<file path="src/rtl/rpn_entry_sequencer_if.sv">
// Bus bundle between the RPN entry sequencer and its surroundings (buttons, switches, ALU, display).
// The sequencer connects through the slave modport; the driving environment uses master.
interface rpn_entry_sequencer_if #(
  parameter int unsigned N        = 16,
  parameter int unsigned OPCODE_W = 5
);
  logic                Enter;
  logic                Undo;
  logic [N-1:0]        DataIn;
  logic [N-1:0]        AluResult;
  logic [3:0]          AluFlags;
  logic [N-1:0]        OpA;
  logic [N-1:0]        OpB;
  logic [OPCODE_W-1:0] OpCode;
  logic [N-1:0]        DisplayValue;
  logic [3:0]          Flags;
  logic [2:0]          Status;

  modport master (
    output Enter, Undo, DataIn, AluResult, AluFlags,
    input  OpA, OpB, OpCode, DisplayValue, Flags, Status
  );

  modport slave (
    input  Enter, Undo, DataIn, AluResult, AluFlags,
    output OpA, OpB, OpCode, DisplayValue, Flags, Status
  );
endinterface

</file>
<file path="src/rtl/rpn_entry_sequencer.sv">
// Operand/opcode entry sequencer for the RPN calculator: captures A, B, opcode, then ALU result.
// Define RPN_CHAIN_EN to make Enter in SHOW_RESULT chain the result into operand A.
module rpn_entry_sequencer #(
  parameter int unsigned N        = 16,
  parameter int unsigned OPCODE_W = 5
) (
  input logic                  clk,
  input logic                  reset,
  rpn_entry_sequencer_if.slave bus
);

  localparam logic [2:0] StWaitOpa    = 3'd0;
  localparam logic [2:0] StWaitOpb    = 3'd1;
  localparam logic [2:0] StWaitOpcode = 3'd2;
  localparam logic [2:0] StExec       = 3'd3;
  localparam logic [2:0] StShowResult = 3'd4;

  logic [2:0]          state_q, state_d;
  logic                enter_q, undo_q;
  logic [N-1:0]        opa_q, opa_d;
  logic [N-1:0]        opb_q, opb_d;
  logic [OPCODE_W-1:0] opcode_q, opcode_d;
  logic [N-1:0]        result_q, result_d;
  logic [3:0]          flags_q, flags_d;
  logic                press, undo_press;

  assign press      = bus.Enter & ~enter_q;
  assign undo_press = bus.Undo & ~undo_q;

  // Undo is tested before press everywhere, so it wins when both rise together.
  always_comb begin
    state_d  = state_q;
    opa_d    = opa_q;
    opb_d    = opb_q;
    opcode_d = opcode_q;
    result_d = result_q;
    flags_d  = flags_q;
    case (state_q)
      StWaitOpa: begin
        if (undo_press) begin
          opa_d   = '0;
          flags_d = '0;
        end else if (press) begin
          opa_d   = bus.DataIn;
          state_d = StWaitOpb;
        end
      end
      StWaitOpb: begin
        if (undo_press) begin
          opa_d   = '0;
          flags_d = '0;
          state_d = StWaitOpa;
        end else if (press) begin
          opb_d   = bus.DataIn;
          state_d = StWaitOpcode;
        end
      end
      StWaitOpcode: begin
        if (undo_press) begin
          opb_d   = '0;
          state_d = StWaitOpb;
        end else if (press) begin
          opcode_d = bus.DataIn[OPCODE_W-1:0];
          state_d  = StExec;
        end
      end
      StExec: begin
        // Buttons are ignored here; the ALU has had one full cycle on stable operands.
        result_d = bus.AluResult;
        flags_d  = bus.AluFlags;
        state_d  = StShowResult;
      end
      StShowResult: begin
        if (undo_press) begin
          flags_d = '0;
          state_d = StWaitOpcode;
        end else if (press) begin
`ifdef RPN_CHAIN_EN
          opa_d    = result_q;
          opb_d    = '0;
          opcode_d = '0;
          state_d  = StWaitOpb;
`else
          opa_d    = '0;
          opb_d    = '0;
          opcode_d = '0;
          result_d = '0;
          flags_d  = '0;
          state_d  = StWaitOpa;
`endif
        end
      end
      default: begin
        flags_d = '0;
        state_d = StWaitOpa;
      end
    endcase
  end

  // Edge detectors reset high so a button held through reset never counts as a press.
  always_ff @(posedge clk) begin
    if (reset) begin
      state_q  <= StWaitOpa;
      enter_q  <= 1'b1;
      undo_q   <= 1'b1;
      opa_q    <= '0;
      opb_q    <= '0;
      opcode_q <= '0;
      result_q <= '0;
      flags_q  <= '0;
    end else begin
      state_q  <= state_d;
      enter_q  <= bus.Enter;
      undo_q   <= bus.Undo;
      opa_q    <= opa_d;
      opb_q    <= opb_d;
      opcode_q <= opcode_d;
      result_q <= result_d;
      flags_q  <= flags_d;
    end
  end

  logic [N-1:0] display;

  always_comb begin
    display = bus.DataIn;
    case (state_q)
      StWaitOpa, StWaitOpb: display = bus.DataIn;
      StWaitOpcode:         display = {{(N-OPCODE_W){1'b0}}, bus.DataIn[OPCODE_W-1:0]};
      StExec:               display = opb_q;
      StShowResult:         display = result_q;
      default:              display = bus.DataIn;
    endcase
  end

  assign bus.OpA          = opa_q;
  assign bus.OpB          = opb_q;
  assign bus.OpCode       = opcode_q;
  assign bus.DisplayValue = display;
  assign bus.Flags        = flags_q;
  assign bus.Status       = state_q;

endmodule
</file>
<file path="src/flat_wrapper.sv">
// flat-port wrapper written by rule: the top's interface ports become plain ports
module rpn_entry_sequencer_flat 
#(
  parameter int unsigned N        = 16,
  parameter int unsigned OPCODE_W = 5
)
  (clk, reset, bus_Enter, bus_Undo, bus_DataIn, bus_AluResult, bus_AluFlags, bus_OpA, bus_OpB, bus_OpCode, bus_DisplayValue, bus_Flags, bus_Status);
  rpn_entry_sequencer_if #(.N(N), .OPCODE_W(OPCODE_W)) bus_i ();
  input logic clk;
  input logic reset;
  input wire logic [$bits(bus_i.Enter)-1:0] bus_Enter;
  input wire logic [$bits(bus_i.Undo)-1:0] bus_Undo;
  input wire logic [$bits(bus_i.DataIn)-1:0] bus_DataIn;
  input wire logic [$bits(bus_i.AluResult)-1:0] bus_AluResult;
  input wire logic [$bits(bus_i.AluFlags)-1:0] bus_AluFlags;
  output wire logic [$bits(bus_i.OpA)-1:0] bus_OpA;
  output wire logic [$bits(bus_i.OpB)-1:0] bus_OpB;
  output wire logic [$bits(bus_i.OpCode)-1:0] bus_OpCode;
  output wire logic [$bits(bus_i.DisplayValue)-1:0] bus_DisplayValue;
  output wire logic [$bits(bus_i.Flags)-1:0] bus_Flags;
  output wire logic [$bits(bus_i.Status)-1:0] bus_Status;
  assign bus_i.Enter = bus_Enter;
  assign bus_i.Undo = bus_Undo;
  assign bus_i.DataIn = bus_DataIn;
  assign bus_i.AluResult = bus_AluResult;
  assign bus_i.AluFlags = bus_AluFlags;
  assign bus_OpA = bus_i.OpA;
  assign bus_OpB = bus_i.OpB;
  assign bus_OpCode = bus_i.OpCode;
  assign bus_DisplayValue = bus_i.DisplayValue;
  assign bus_Flags = bus_i.Flags;
  assign bus_Status = bus_i.Status;
  rpn_entry_sequencer #(.N(N), .OPCODE_W(OPCODE_W)) u_core (.clk(clk), .reset(reset), .bus(bus_i));
endmodule
</file>
<file path="config.mk">
export PLATFORM = sky130hd
export DESIGN_NAME = rpn_entry_sequencer_flat
export DESIGN_NICKNAME = d
export VERILOG_FILES = /design/src/rtl/rpn_entry_sequencer_if.sv /design/src/rtl/rpn_entry_sequencer.sv /design/src/flat_wrapper.sv
export SDC_FILE = /design/constraint.sdc
export NUM_CORES = 1
export LEC_CHECK = 0
export CAP_MARGIN = 5
export CORE_MARGIN = 4
export CORE_UTILIZATION = 48
export CTS_BUF_LIST = sky130_fd_sc_hd__clkbuf_8
export DETAILED_ROUTE_END_ITERATION = 6
export GPL_TIMING_DRIVEN = 0
export PLACE_DENSITY = 0.87
export REMOVE_ABC_BUFFERS = 1
export SYNTH_ARGS = -nofsm -noshare
export SYNTH_HDL_FRONTEND = slang
export SYNTH_SLANG_ARGS = --single-unit
</file>
<file path="constraint.sdc">
create_clock -name clk -period 1.9 [get_ports clk]
set_clock_uncertainty 0.1 [all_clocks]
set_input_delay 0.285 -clock clk [delete_from_list [all_inputs] [get_ports clk]]
set_output_delay 0.285 -clock clk [all_outputs]
set_load 0.03 [all_outputs]
</file>
==> impl_metrics.env <==
export IMPL_status="finished with violations"
export IMPL_violations="setup timing"
export IMPL_synth_top_area_share_pct=40.7
export IMPL_grt_pass1_wl_mm=16.1
export IMPL_syn_inst=345
export IMPL_drt_total_wl_mm=10.8
export IMPL_syn_avg_cell_area_um2=8.84
export IMPL_synth_area_mm2=0.00305
export IMPL_drtPass1Iterations=7
export IMPL_drc=0
export IMPL_layout_cells_non_filler=556
export IMPL_grt_max_degree=48
export IMPL_final_layout_size_suffix_gt1_share_pct=24.3
export IMPL_yosys_cell_count_top_type="dfxtp_1"
export IMPL_root_buffer="clkbuf_8"
export IMPL_n_antenna_cell=0
export IMPL_slowest_stage="dfxtp_4"
export IMPL_ant_nets=0
export IMPL_p_sw_uw=790
export IMPL_wl_per_cell_um=19.4
export IMPL_pwr_share_comb_pct=16.6
export IMPL_reg2reg_depth=7
export IMPL_pwr_share_clk_pct=39.0
export IMPL_fp_dieW_um=87.7
export IMPL_seq_area_frac_synth_pct=40.7
export IMPL_relSlewSlack_pct=74.4
export IMPL_vdd_drop_max_mv=0.472
export IMPL_ioPinCount=100
export IMPL_synth_cell_types=37
export IMPL_synthFlopType="dfxtp_1"
export IMPL_ctsLongestPathBuffers=2
export IMPL_die_h_um=87.7
export IMPL_pwr_share_seq_pct=44.4
export IMPL_clk_pin_slew_ns=0.07
export IMPL_dp_cells=495
export IMPL_gp_congestion=0.798
export IMPL_layout_nets=516
export IMPL_crit_required_ns=1.51
export IMPL_core_area_mm2=0.00603
export IMPL_area_growth_pct=55.8
export IMPL_num_fill_cells=425
export IMPL_async_flop_share_pct=0
export IMPL_path_depth=6
export IMPL_critPathMaxStageDelay_ns=0.41
export IMPL_start_kind="register"
export IMPL_setup_ws_ns=-0.154
export IMPL_yosysWarnings=0
export IMPL_cp_top_family="buffers and inverters"
export IMPL_synth_area_leader_cell="dfxtp_1"
export IMPL_synth_area_leaders="dfxtp_1 (41%), mux2i_1 (14%), nand2b_1 (8.2%)"
export IMPL_clk_latency_ns=0.34
export IMPL_cts_buffers=9
export IMPL_h_tree_depth=3
export IMPL_critPathArrivalTime_ns=1.67
export IMPL_path_cells="buf_6, nor3b_4, buf_4, a22oi_2, nand2_1, buf_6"
export IMPL_io_buffers=99
export IMPL_synthTopCellsByCount="dfxtp_1 (62), nand2_1 (59), mux2i_1 (43), nand2b_1 (40), a21oi_1 (33)"
export IMPL_numClockSinks=62
export IMPL_p_int_mw=2.22
export IMPL_power_mw=3.01
export IMPL_final_util_pct=78.9
export IMPL_antenna_found_initial=0
export IMPL_seq_area_mm2=0.00125
export IMPL_cp_end_kind="output port"
export IMPL_hold_class="in2reg"
export IMPL_fin_crit_ns=2.05
export IMPL_placementRows=28
export IMPL_dieArea_mm2=0.00769
export IMPL_synth_seq_cells=62
export IMPL_grt_use_total_pct=27.4
export IMPL_grt_pass1_vias=3215
export IMPL_rsz0062_at_grt="true"
export IMPL_multi_input_area_mm2=0.00180
export IMPL_fin_crit_sh_pct=108
export IMPL_synth_edf_count=0
export IMPL_cp_num_buf_inv=3
export IMPL_tightest_slew_ns=0.384
export IMPL_timing_max_cap_violations=0
export IMPL_vias_per_cell=5.76
export IMPL_grt_overflow=0
export IMPL_hpwl_mm=5.86
export IMPL_cts_tree="yes"
export IMPL_critical_path_class="reg2out"
export IMPL_start_util_pct=50.6
export IMPL_leakage_nw=2.01
export IMPL_hold_viol_final=0
export IMPL_final_max_slew_viol_count=0
export IMPL_fmax_mhz=487
export IMPL_worstPathMaxFanout=5
export IMPL_holdBufCountCts=0
export IMPL_pre_cts_slack_ns=-1.43
export IMPL_dr_first_iter_drc_count=212
export IMPL_power_density_mw_per_mm2=634
export IMPL_cp_common_cell="buf_6"
export IMPL_setup_violations=16
export IMPL_hold_depth=2
export IMPL_p_sw_share_pct=26.2
export IMPL_vias=3202
-- power groups by stage --
stage / clock [mW] / sequential, mW / combinational (mW)
floorplan: 0 / 1.41 / 0.164
global placement: 0 / 1.37 / 0.432
detailed placement: 0 / 1.37 / 0.443
CTS: 1.18 / 1.34 / 0.479
global route: 1.26 / 1.34 / 0.524
finish: 1.18 / 1.34 / 0.500
-- routing by layer --
layer / part of all wire (%) / track usage, %
met1: 39 / 32.9
met2: 50 / 46.6
met3: 7.4 / 6.21
met4: 3.1 / 12.4
met5: 0 / 0
-- cell type report --
class / count / share of cell area, %
Inverter: 3 / 0.395
Tap cell: 75 / 1.97
Sequential cell: 62 / 26.4
Timing Repair Buffer: 144 / 29.2
Clock buffer: 11 / 3.19
Multi-Input combinational cell: 256 / 37.9
Clock inverter: 5 / 1.03
-- cell families (layout without fill, tap and decap cells) --
group | Yosys count | after routing | synth area share, %
buf+inv | 29 | 163 | 5.38
simple gates | 146 | 148 | 24.7
mux | 43 | 43 | 14.1
compound gates | 63 | 63 | 14.3
flops | 62 | 62 | 40.7
xor+xnor | 2 | 2 | 0.821
-- worst paths after layout --
kind	end	start	slack, ns
max	bus_DisplayValue[2]	u_core.bus.Status[2]	-0.15
min	u_core.bus.Status[2]	reset	0.31
max reg2reg	u_core.bus.Flags[0]	u_core.bus.Status[2]	0.05
min reg2reg	u_core.result_q[9]	u_core.result_q[9]	0.37
-- per-stage QoR --
step	cell area [µm²]	hold slack (ns)	setup TNS, ns
global route	4750	0.307	-2.45
CTS	4590	0.240	-1.05
finish	4750	0.312	-1.50
detailed placement	4010	0.359	-57.08
floorplan	2900	0.254	-33.36
global placement	3980	0.355	-109.75
-- cell usage in the layout (no fill, tap or decap), drive strengths merged --
master | Yosys | final
clkdlybuf4s50 | 0 | 79
dfxtp | 62 | 62
buf | 15 | 62
nand2 | 59 | 59
mux2i | 43 | 43
nand2b | 40 | 41
a21oi | 36 | 36
nand3 | 31 | 32
clkbuf | 11 | 11
a221oi | 10 | 10
a22oi | 6 | 6
o21ai | 4 | 4
nor2 | 4 | 4
a22o | 4 | 4
inv | 3 | 4
clkinv | 0 | 3
dlygate4sd2 | 0 | 3
nor3 | 3 | 3
or2 | 2 | 2
xor2 | 2 | 2
and2b | 2 | 2
a211oi | 2 | 2
nor3b | 1 | 1
nor2b | 1 | 1
o211ai | 1 | 1
and4 | 1 | 1
nand4 | 1 | 1
and3 | 1 | 1
bufinv | 0 | 1
-- repair_timing --
action	4_1_cts	5_1_grt
buffers inserted	30	12
gates resized for setup	118	34
cloned	2	1
endpoints found under the setup margin	78	46
hold endpoints to repair	0	0
pin swaps	9	7
-- sequential cells by signal, summed over array words and instances, names as in the netlist --
| name | cells |
|---|---|
| u_core.bus.Flags | 4 |
| u_core.bus.OpA | 16 |
| u_core.bus.OpB | 16 |
| u_core.bus.OpCode | 5 |
| u_core.bus.Status | 3 |
| u_core.enter_q | 1 |
| u_core.result_q | 16 |
| u_core.undo_q | 1 |
Power figures use the tool's default switching activity.
